<file path="config.mk">
export PLATFORM = sky130hd
export DESIGN_NAME = issue_inst_queue
export DESIGN_NICKNAME = d
export VERILOG_FILES = /design/src/rtl/gemini_iq_pkg.sv /design/src/rtl/iq_ram.sv /design/src/rtl/issue_inst_queue.sv
export SDC_FILE = /design/constraint.sdc
export NUM_CORES = 1
export LEC_CHECK = 0
export CORE_ASPECT_RATIO = 0.8
export CORE_MARGIN = 1
export CORE_UTILIZATION = 45
export CTS_CLUSTER_DIAMETER = 30
export DETAILED_ROUTE_END_ITERATION = 8
export PLACE_DENSITY_LB_ADDON = 0.3
export SLEW_MARGIN = 10
export SYNTH_ARGS = -nofsm -noshare
export SYNTH_HDL_FRONTEND = slang
export SYNTH_SLANG_ARGS = --single-unit
</file>
<file path="constraint.sdc">
create_clock -name clk -period 9.7 [get_ports clk]
set_input_delay 1.455 -clock clk [delete_from_list [all_inputs] [get_ports clk]]
set_output_delay 1.455 -clock clk [all_outputs]
set_load 0.05 [all_outputs]
</file>
<file path="src/rtl/gemini_iq_pkg.sv">
// Shared definitions for the issue instruction queue: default depth,
// per-field widths and the packed entry layout stored in iq_ram.
package gemini_iq_pkg;

  localparam int IQ_DEPTH   = 8;
  localparam int PC_W       = 32;
  localparam int INST_W     = 32;
  localparam int TGT_W      = 32;
  localparam int IQ_FLAG_W  = 3;
  localparam int IQ_ENTRY_W = PC_W + INST_W + 1 + TGT_W + IQ_FLAG_W;

  // One queued fetch slot; 32+32+1+32+3 = 100 bits
  typedef struct packed {
    logic [PC_W-1:0]   pc;
    logic [INST_W-1:0] inst;
    logic              pred_taken;
    logic [TGT_W-1:0]  pred_target;
    logic              is_inst_adel;
    logic              is_i_refill_tlbl;
    logic              is_i_invalid_tlbl;
  } iq_entry_t;

endpackage

</file>
<file path="src/rtl/iq_ram.sv">
// Entry storage for the issue queue: DEPTH x IQ_ENTRY_W register array with
// two write ports (fetch slot 0 and 1) and one asynchronous read port (head).
// Contents are never reset; occupancy tracking lives in the parent.
module iq_ram
  import gemini_iq_pkg::*;
#(
  parameter int DEPTH = IQ_DEPTH,
  parameter int AW    = $clog2(DEPTH)
) (
  input  logic                  clk,
  input  logic                  i_we0,
  input  logic [AW-1:0]         i_waddr0,
  input  logic [IQ_ENTRY_W-1:0] i_wdata0,
  input  logic                  i_we1,
  input  logic [AW-1:0]         i_waddr1,
  input  logic [IQ_ENTRY_W-1:0] i_wdata1,
  input  logic [AW-1:0]         i_raddr,
  output logic [IQ_ENTRY_W-1:0] o_rdata
);

  logic [IQ_ENTRY_W-1:0] r_mem [DEPTH];

  // Write both fetch slots; the parent guarantees distinct addresses
  always_ff @(posedge clk) begin
    if (i_we0) r_mem[i_waddr0] <= i_wdata0;
    if (i_we1) r_mem[i_waddr1] <= i_wdata1;
  end

  assign o_rdata = r_mem[i_raddr];

endmodule

</file>
<file path="src/rtl/issue_inst_queue.sv">
// Issue instruction queue between fetch and decode. Accepts up to two
// in-order fetch slots per cycle, presents the oldest entry show-ahead on
// the id1_* outputs and pops it when decode is not stalled. Both flush
// flavours and reset empty the queue without touching the storage.
module issue_inst_queue
  import gemini_iq_pkg::*;
#(
  parameter int DEPTH = IQ_DEPTH
) (
  input  logic                     clk,
  input  logic                     rst,
  input  logic                     flush,
  input  logic                     exception_flush,
  input  logic                     stall,
  input  logic                     if_w_ena0,
  input  logic                     if_w_ena1,
  input  logic [31:0]              if_pc0,
  input  logic [31:0]              if_pc1,
  input  logic [31:0]              if_inst0,
  input  logic [31:0]              if_inst1,
  input  logic                     if_pred_taken0,
  input  logic                     if_pred_taken1,
  input  logic [31:0]              if_pred_target0,
  input  logic [31:0]              if_pred_target1,
  input  logic                     if_is_inst_adel0,
  input  logic                     if_is_inst_adel1,
  input  logic                     if_is_i_refill_tlbl0,
  input  logic                     if_is_i_refill_tlbl1,
  input  logic                     if_is_i_invalid_tlbl0,
  input  logic                     if_is_i_invalid_tlbl1,
  output logic                     iq_full,
  output logic                     id1_valid_o,
  output logic [31:0]              id1_pc_o,
  output logic [31:0]              id1_inst_o,
  output logic                     id1_pred_taken_o,
  output logic [31:0]              id1_pred_target_o,
  output logic                     id1_is_inst_adel_o,
  output logic                     id1_is_i_refill_tlbl_o,
  output logic                     id1_is_i_invalid_tlbl_o,
  output logic [$clog2(DEPTH):0]   iq_count
);

  localparam int AW = $clog2(DEPTH);
  localparam int CW = AW + 1;
  localparam logic [CW-1:0] FULL_TH = CW'(DEPTH - 1);

  logic [AW-1:0] r_head;
  logic [AW-1:0] r_tail;
  logic [CW-1:0] r_count;

  logic            w_kill;
  logic            w_wr0;
  logic            w_wr1;
  logic            w_deq;
  logic [1:0]      w_nwr;
  iq_entry_t       w_wdata0;
  iq_entry_t       w_wdata1;
  iq_entry_t       w_head;
  logic [IQ_ENTRY_W-1:0] w_rdata;

  // Full is judged on the registered count so fetch sees a stable flag
  assign iq_full     = (r_count >= FULL_TH);
  assign id1_valid_o = (r_count != '0);
  assign iq_count    = r_count;

  // Any flush or reset cancels this cycle's enqueue and dequeue
  assign w_kill = rst | exception_flush | flush;
  assign w_wr0  = if_w_ena0 & ~iq_full & ~w_kill;
  assign w_wr1  = if_w_ena1 & if_w_ena0 & ~iq_full & ~w_kill;
  assign w_deq  = id1_valid_o & ~stall & ~w_kill;
  assign w_nwr  = {1'b0, w_wr0} + {1'b0, w_wr1};

  assign w_wdata0 = '{pc: if_pc0, inst: if_inst0, pred_taken: if_pred_taken0,
                      pred_target: if_pred_target0, is_inst_adel: if_is_inst_adel0,
                      is_i_refill_tlbl: if_is_i_refill_tlbl0,
                      is_i_invalid_tlbl: if_is_i_invalid_tlbl0};
  assign w_wdata1 = '{pc: if_pc1, inst: if_inst1, pred_taken: if_pred_taken1,
                      pred_target: if_pred_target1, is_inst_adel: if_is_inst_adel1,
                      is_i_refill_tlbl: if_is_i_refill_tlbl1,
                      is_i_invalid_tlbl: if_is_i_invalid_tlbl1};

  iq_ram #(.DEPTH(DEPTH), .AW(AW)) u_ram (
    .clk      (clk),
    .i_we0    (w_wr0),
    .i_waddr0 (r_tail),
    .i_wdata0 (w_wdata0),
    .i_we1    (w_wr1),
    .i_waddr1 (r_tail + AW'(1)),
    .i_wdata1 (w_wdata1),
    .i_raddr  (r_head),
    .o_rdata  (w_rdata)
  );

  // Pointer and occupancy control: rst, then exception_flush, then flush
  always_ff @(posedge clk) begin
    if (rst) begin
      r_head  <= '0;
      r_tail  <= '0;
      r_count <= '0;
    end else if (exception_flush || flush) begin
      r_head  <= '0;
      r_tail  <= '0;
      r_count <= '0;
    end else begin
      r_head  <= r_head + AW'(w_deq);
      r_tail  <= r_tail + AW'(w_nwr);
      r_count <= r_count + CW'(w_nwr) - CW'(w_deq);
    end
  end

  // Head entry fields, forced to zero while the queue is empty
  assign w_head                  = iq_entry_t'(w_rdata);
  assign id1_pc_o                = id1_valid_o ? w_head.pc                : '0;
  assign id1_inst_o              = id1_valid_o ? w_head.inst              : '0;
  assign id1_pred_taken_o        = id1_valid_o ? w_head.pred_taken        : 1'b0;
  assign id1_pred_target_o       = id1_valid_o ? w_head.pred_target       : '0;
  assign id1_is_inst_adel_o      = id1_valid_o ? w_head.is_inst_adel      : 1'b0;
  assign id1_is_i_refill_tlbl_o  = id1_valid_o ? w_head.is_i_refill_tlbl  : 1'b0;
  assign id1_is_i_invalid_tlbl_o = id1_valid_o ? w_head.is_i_invalid_tlbl : 1'b0;

endmodule

</file>
Word level (Yosys, flattened, before mapping)
Memories as Yosys holds them, arrays and structs flattened. A register that Yosys moved wholly into a read port is not among the register bits.
Index checks and enable logic that the tools add are counted.
{ "word_totals": {"ff_bits": 10, "ramBits": 800, "mem_count": 1, "inputBits": 207, "wordCells": 38, "output_inout_bits": 106} }
{ "op_classes": {"bitwise": 12, "n_addsub": 6, "n_mux": 12, "n_reduce_logical": 3, "magnitude_cmp": 1} }
{ "memory_table": {"columns": ["name", "words", "width", "read_ports", "rd_ports_with_merged_regs", "wr", "line", "text"], "rows": [
  ["u_ram.r_mem", 8, 100, 1, 1, 2, "iq_ram.sv:21", "logic [IQ_ENTRY_W-1:0] r_mem [DEPTH];"]
]} }
{ "ops": {"columns": ["cell", "count"], "rows": [
  ["32-bit 2-to-1 mux", 3],
  ["1-bit 2-to-1 mux", 8],
  ["1-bit AND", 7],
  ["4-bit by 2-bit adder with 4-bit output", 1],
  ["4-bit by 3-bit >= comparator with 1-bit output, second input constant", 1],
  ["4-bit nonzero test", 1],
  ["4-bit by 1-bit subtractor with 4-bit output", 1],
  ["3-bit by 1-bit adder with 3-bit output", 1],
  ["3-bit by 1-bit adder with 3-bit output, second input constant", 1],
  ["3-bit by 2-bit adder with 3-bit output", 1],
  ["3-bit 2-to-1 mux", 1],
  ["1-bit NOT", 3],
  ["1-bit by 1-bit adder with 2-bit output", 1],
  ["1-bit bitwise OR", 2],
  ["2-bit OR reduction", 1],
  ["1-bit logical OR", 1]
]} }

Depth between registers and ports, before layout
{ "logic_depth": {"depth_word": 7, "depth_mapped": 15, "mapped_depth_nobuf": 15} }

Cells and area by module
A second synthesis with hierarchy kept.
{ "hier_totals": {"cells_unflattened": 2239, "area_unflattened_um2": 41228.3} }
{ "modules_own_cells": {"columns": ["mod", "area_each_um2", "n_inst", "seq_area_each_um2", "cells_per_inst"], "rows": [
  ["iq_ram", 39882.0, 1, 24023.0, 2065],
  ["issue_inst_queue", 1346.3, 1, 200.2, 174]
]} }

Least setup slack after synthesis
No wires, ideal clock.
{ "synth_path": {"path_kind": "input to register", "start": "input port exception_flush", "end": "memory u_ram.r_mem[3][0] (netlist name) (enable)", "setup_time_ns": 0.592, "n_path_buf": 1, "t_required_ns": 9.108, "arrival_time_ns": 6.844, "path_slack_ns": 2.264, "path_stages": 4, "cell_sequence": "nor3_4 > nand3_2 > buf_6 > a21oi_1"} }
{ "synth_lines": {"columns": ["item", "line", "text"], "rows": [
  ["start, declared", "issue_inst_queue.sv:13", "input logic exception_flush,"],
  ["end, declared", "iq_ram.sv:21", null]
]} }

==> impl_metrics.toml <==
[synthesis]
synth-seq-cells = 810
yosysSeqAreaShare_pct = 57.3
yosysTopAreaCell = "edfxtp_1"
yosysTopAreaCellShare_pct = 56.8
syn_area_mm2 = 0.0423
synthDistinctLibCells = 44
syn_inst = 2707
synth_warnings = 0
synth_area_per_cell_um2 = 15.6
yosys-top-cells-area = "edfxtp_1 (57%), mux2_2 (15%), mux2_4 (7.1%)"
syn-num-nets = 2928

[route]
ant_nets = 0
vias_per_cell = 5.80
drt_iter0_drc = 1739
drc = 0
first_pass_iters = 7
wl_um = 116000
post_drt_wl_per_cell_um = 26.4
vias = 25600

[power_and_ir_drop]
ir_drop_v = 0.000157
p_leak_nw = 17.3
power-per-cell-area_mw_per_mm2 = 193

[cts]
clk_pin_slew_ns = 0.04
clk-insertion-delay-late_ns = 0.75
ctsHoldBuffers = 0
cts_buffer_depth = 3
cts_tree = "yes"
cts.htree.levels = 4
cts-root-buf = "clkbuf_16"
cts.sinks = 810
cts_buffers = 165
post-cts-setup-buffer-count = 0
cts_resized = 0

[place]
dp_slack_ns = 4.05
io_buffers = 312
place_area_mm2 = 0.0461
gp_congestion = 0.769
hpwlAfterDp_um = 61100
dp_cells = 4088

[cells_and_area]
layout-drive-gt1-share_pct = 34.2
final_util_pct = 55.7
area_growth_pct = 22.7
final_nets = 3252
fin_area_mm2 = 0.0519
fin_cells = 4408

[timing]
post-route-period-util_pct = 63.0
slew_violations = 0
max_freq_mhz = 164
setup_tns_ns = 0
worstMarginPinSlew_ns = 1.14
period_needed_ns = 6.11
slew_headroom_pct = 23.6
finalSetupViolCount = 0
skew_ns = 0.0361
setup_slack_ns = 3.59
rsz0062_at_grt = "no"
finalHoldViolations = 0

[grt]
track_usage_pct = 24.3
grt_pass1_vias = 26800
met1_usage_pct = 29.6
grt_pass1_wl_um = 171000
grt_max_degree = 139
antenna_found_initial = 30
grt_overflow_total = 0
use_met3_pct = 6.01
grt_busiest_layer = "met2"
use_met2_pct = 41.2

[floorplan]
num_io_pins = 313
core_area_mm2 = 0.0931
die_w_um = 345
row_count = 100
dieArea_mm2 = 0.0952
dieHeight_um = 276
start_util_pct = 45.4

[outcome]
status = "complete, no violations"

[worst_setup_path]
crit_path_start_kind = "flip-flop"
critPathKind = "reg2out"
worstSetupEndpointType = "output pin"
required_ns = 8.25
arrival_ns = 4.65
worst-path-max-fanout = 61

[flow_run]
max-cap-violations = 0

[worst_hold_path]
hold_class = "reg2reg"
-- sequential cells by signal, indices dropped and copies added (netlist names) --
register and count:
iq_count 4, r_head 3, r_tail 3, u_ram.r_mem 800
-- routing by layer --
layer / up-vias / wire length (um)
met1: 13100 / 46900
met3: 227 / 7600
li1: 11400 / -
met5: - / 219
met2: 813 / 58600
met4: 36 / 3070
-- placed cells by master (no fill, tap or decap), types with 13 or more instances in the layout --
master and count:
a21oi_1 102, mux2i_1 300, a22oi_1 100, bufinv_16 23
nor2b_1 102, clkinvlp_4 13, clkbuf_1 22, clkbuf_16 166
clkinv_1 29, mux2_4 200, mux2_2 556, clkdlybuf4s50_1 312
clkinv_2 27, and3_1 100, a211oi_1 100, edfxtp_1 800
buf_4 40, mux2_1 44
-- cell usage after synthesis, drive strengths merged --
master	n
edfxtp	800
mux2	800
mux2i	300
buf	126
a21oi	104
nor2b	104
a211oi	100
a22oi	100
and3	100
clkbuf	75
nor2	17
inv	13
ha	12
dfxtp	10
and2	8
nand3	7
nand2	5
nor3	5
xnor2	4
nand4	3
a32oi	2
fa	2
xor2	2
a21o	1
a31oi	1
nand3b	1
nor3b	1
o22a	1
o32a	1
or2	1
or3	1
-- path summary, 6_finish.rpt --
| kind | start | end | slack (ns) | cells past startpoint |
|---|---|---|---|---|
| worst max-delay path | r_head[1] | id1_pred_target_o[0] | 3.59 | 6 |
| worst min-delay path | r_head[2] | r_head[2] | 0.64 | 2 |
| worst max register to register | iq_count[3] | u_ram.r_mem[5][69] | 5.68 | 9 |
| worst min register to register | r_head[2] | r_head[2] | 0.64 | 2 |
-- cells by family after synthesis --
family / share of synthesized area, %
AOI/OAI and AO/OA: 4.90
adders and majority gates: 0.450
xor gates and xnor gates: 0.124
buffers and inverters: 3.28
DFF: 57.3
muxes: 30.2
and+or+nand+nor: 3.73
-- metrics by stage --
step / hold WS [ns] / power (mW)
final: 0.641 / 10.0
after detailed placement: 0.624 / 4.35
after global placement: 0.606 / 4.33
after global routing: 0.694 / 10.3
after floorplan: 0.525 / 4.15
after CTS: 0.645 / 10.1
-- power breakdown --
part / internal [mW] / switching [mW] / total [mW]
registers: 3.87 / 0.00275 / 3.87
clock network: 3.80 / 1.94 / 5.74
logic: 0.237 / 0.181 / 0.418
-- critical path: stages, from the launching register on --
cell and delay [ns]:
dfxtp_4 0.73, buf_4 0.76, buf_4 0.82, mux2i_1 0.17
a21oi_1 0.21, and3_1 0.30, clkdlybuf4s50_1 0.84
-- layout make-up --
type | count | area [um2]
Clock inverter | 117 | 1420
Multi-Input combinational cell | 1683 | 16800
Clock buffer | 191 | 4280
Inverter | 13 | 50.0
Sequential cell | 810 | 24200
Tap cell | 1224 | 1530
Timing Repair Buffer | 358 | 3540
Fill cell | 7341 | 41200
Antenna cell | 12 | 30.0
Note: power is estimated with default switching activity, not from simulation.
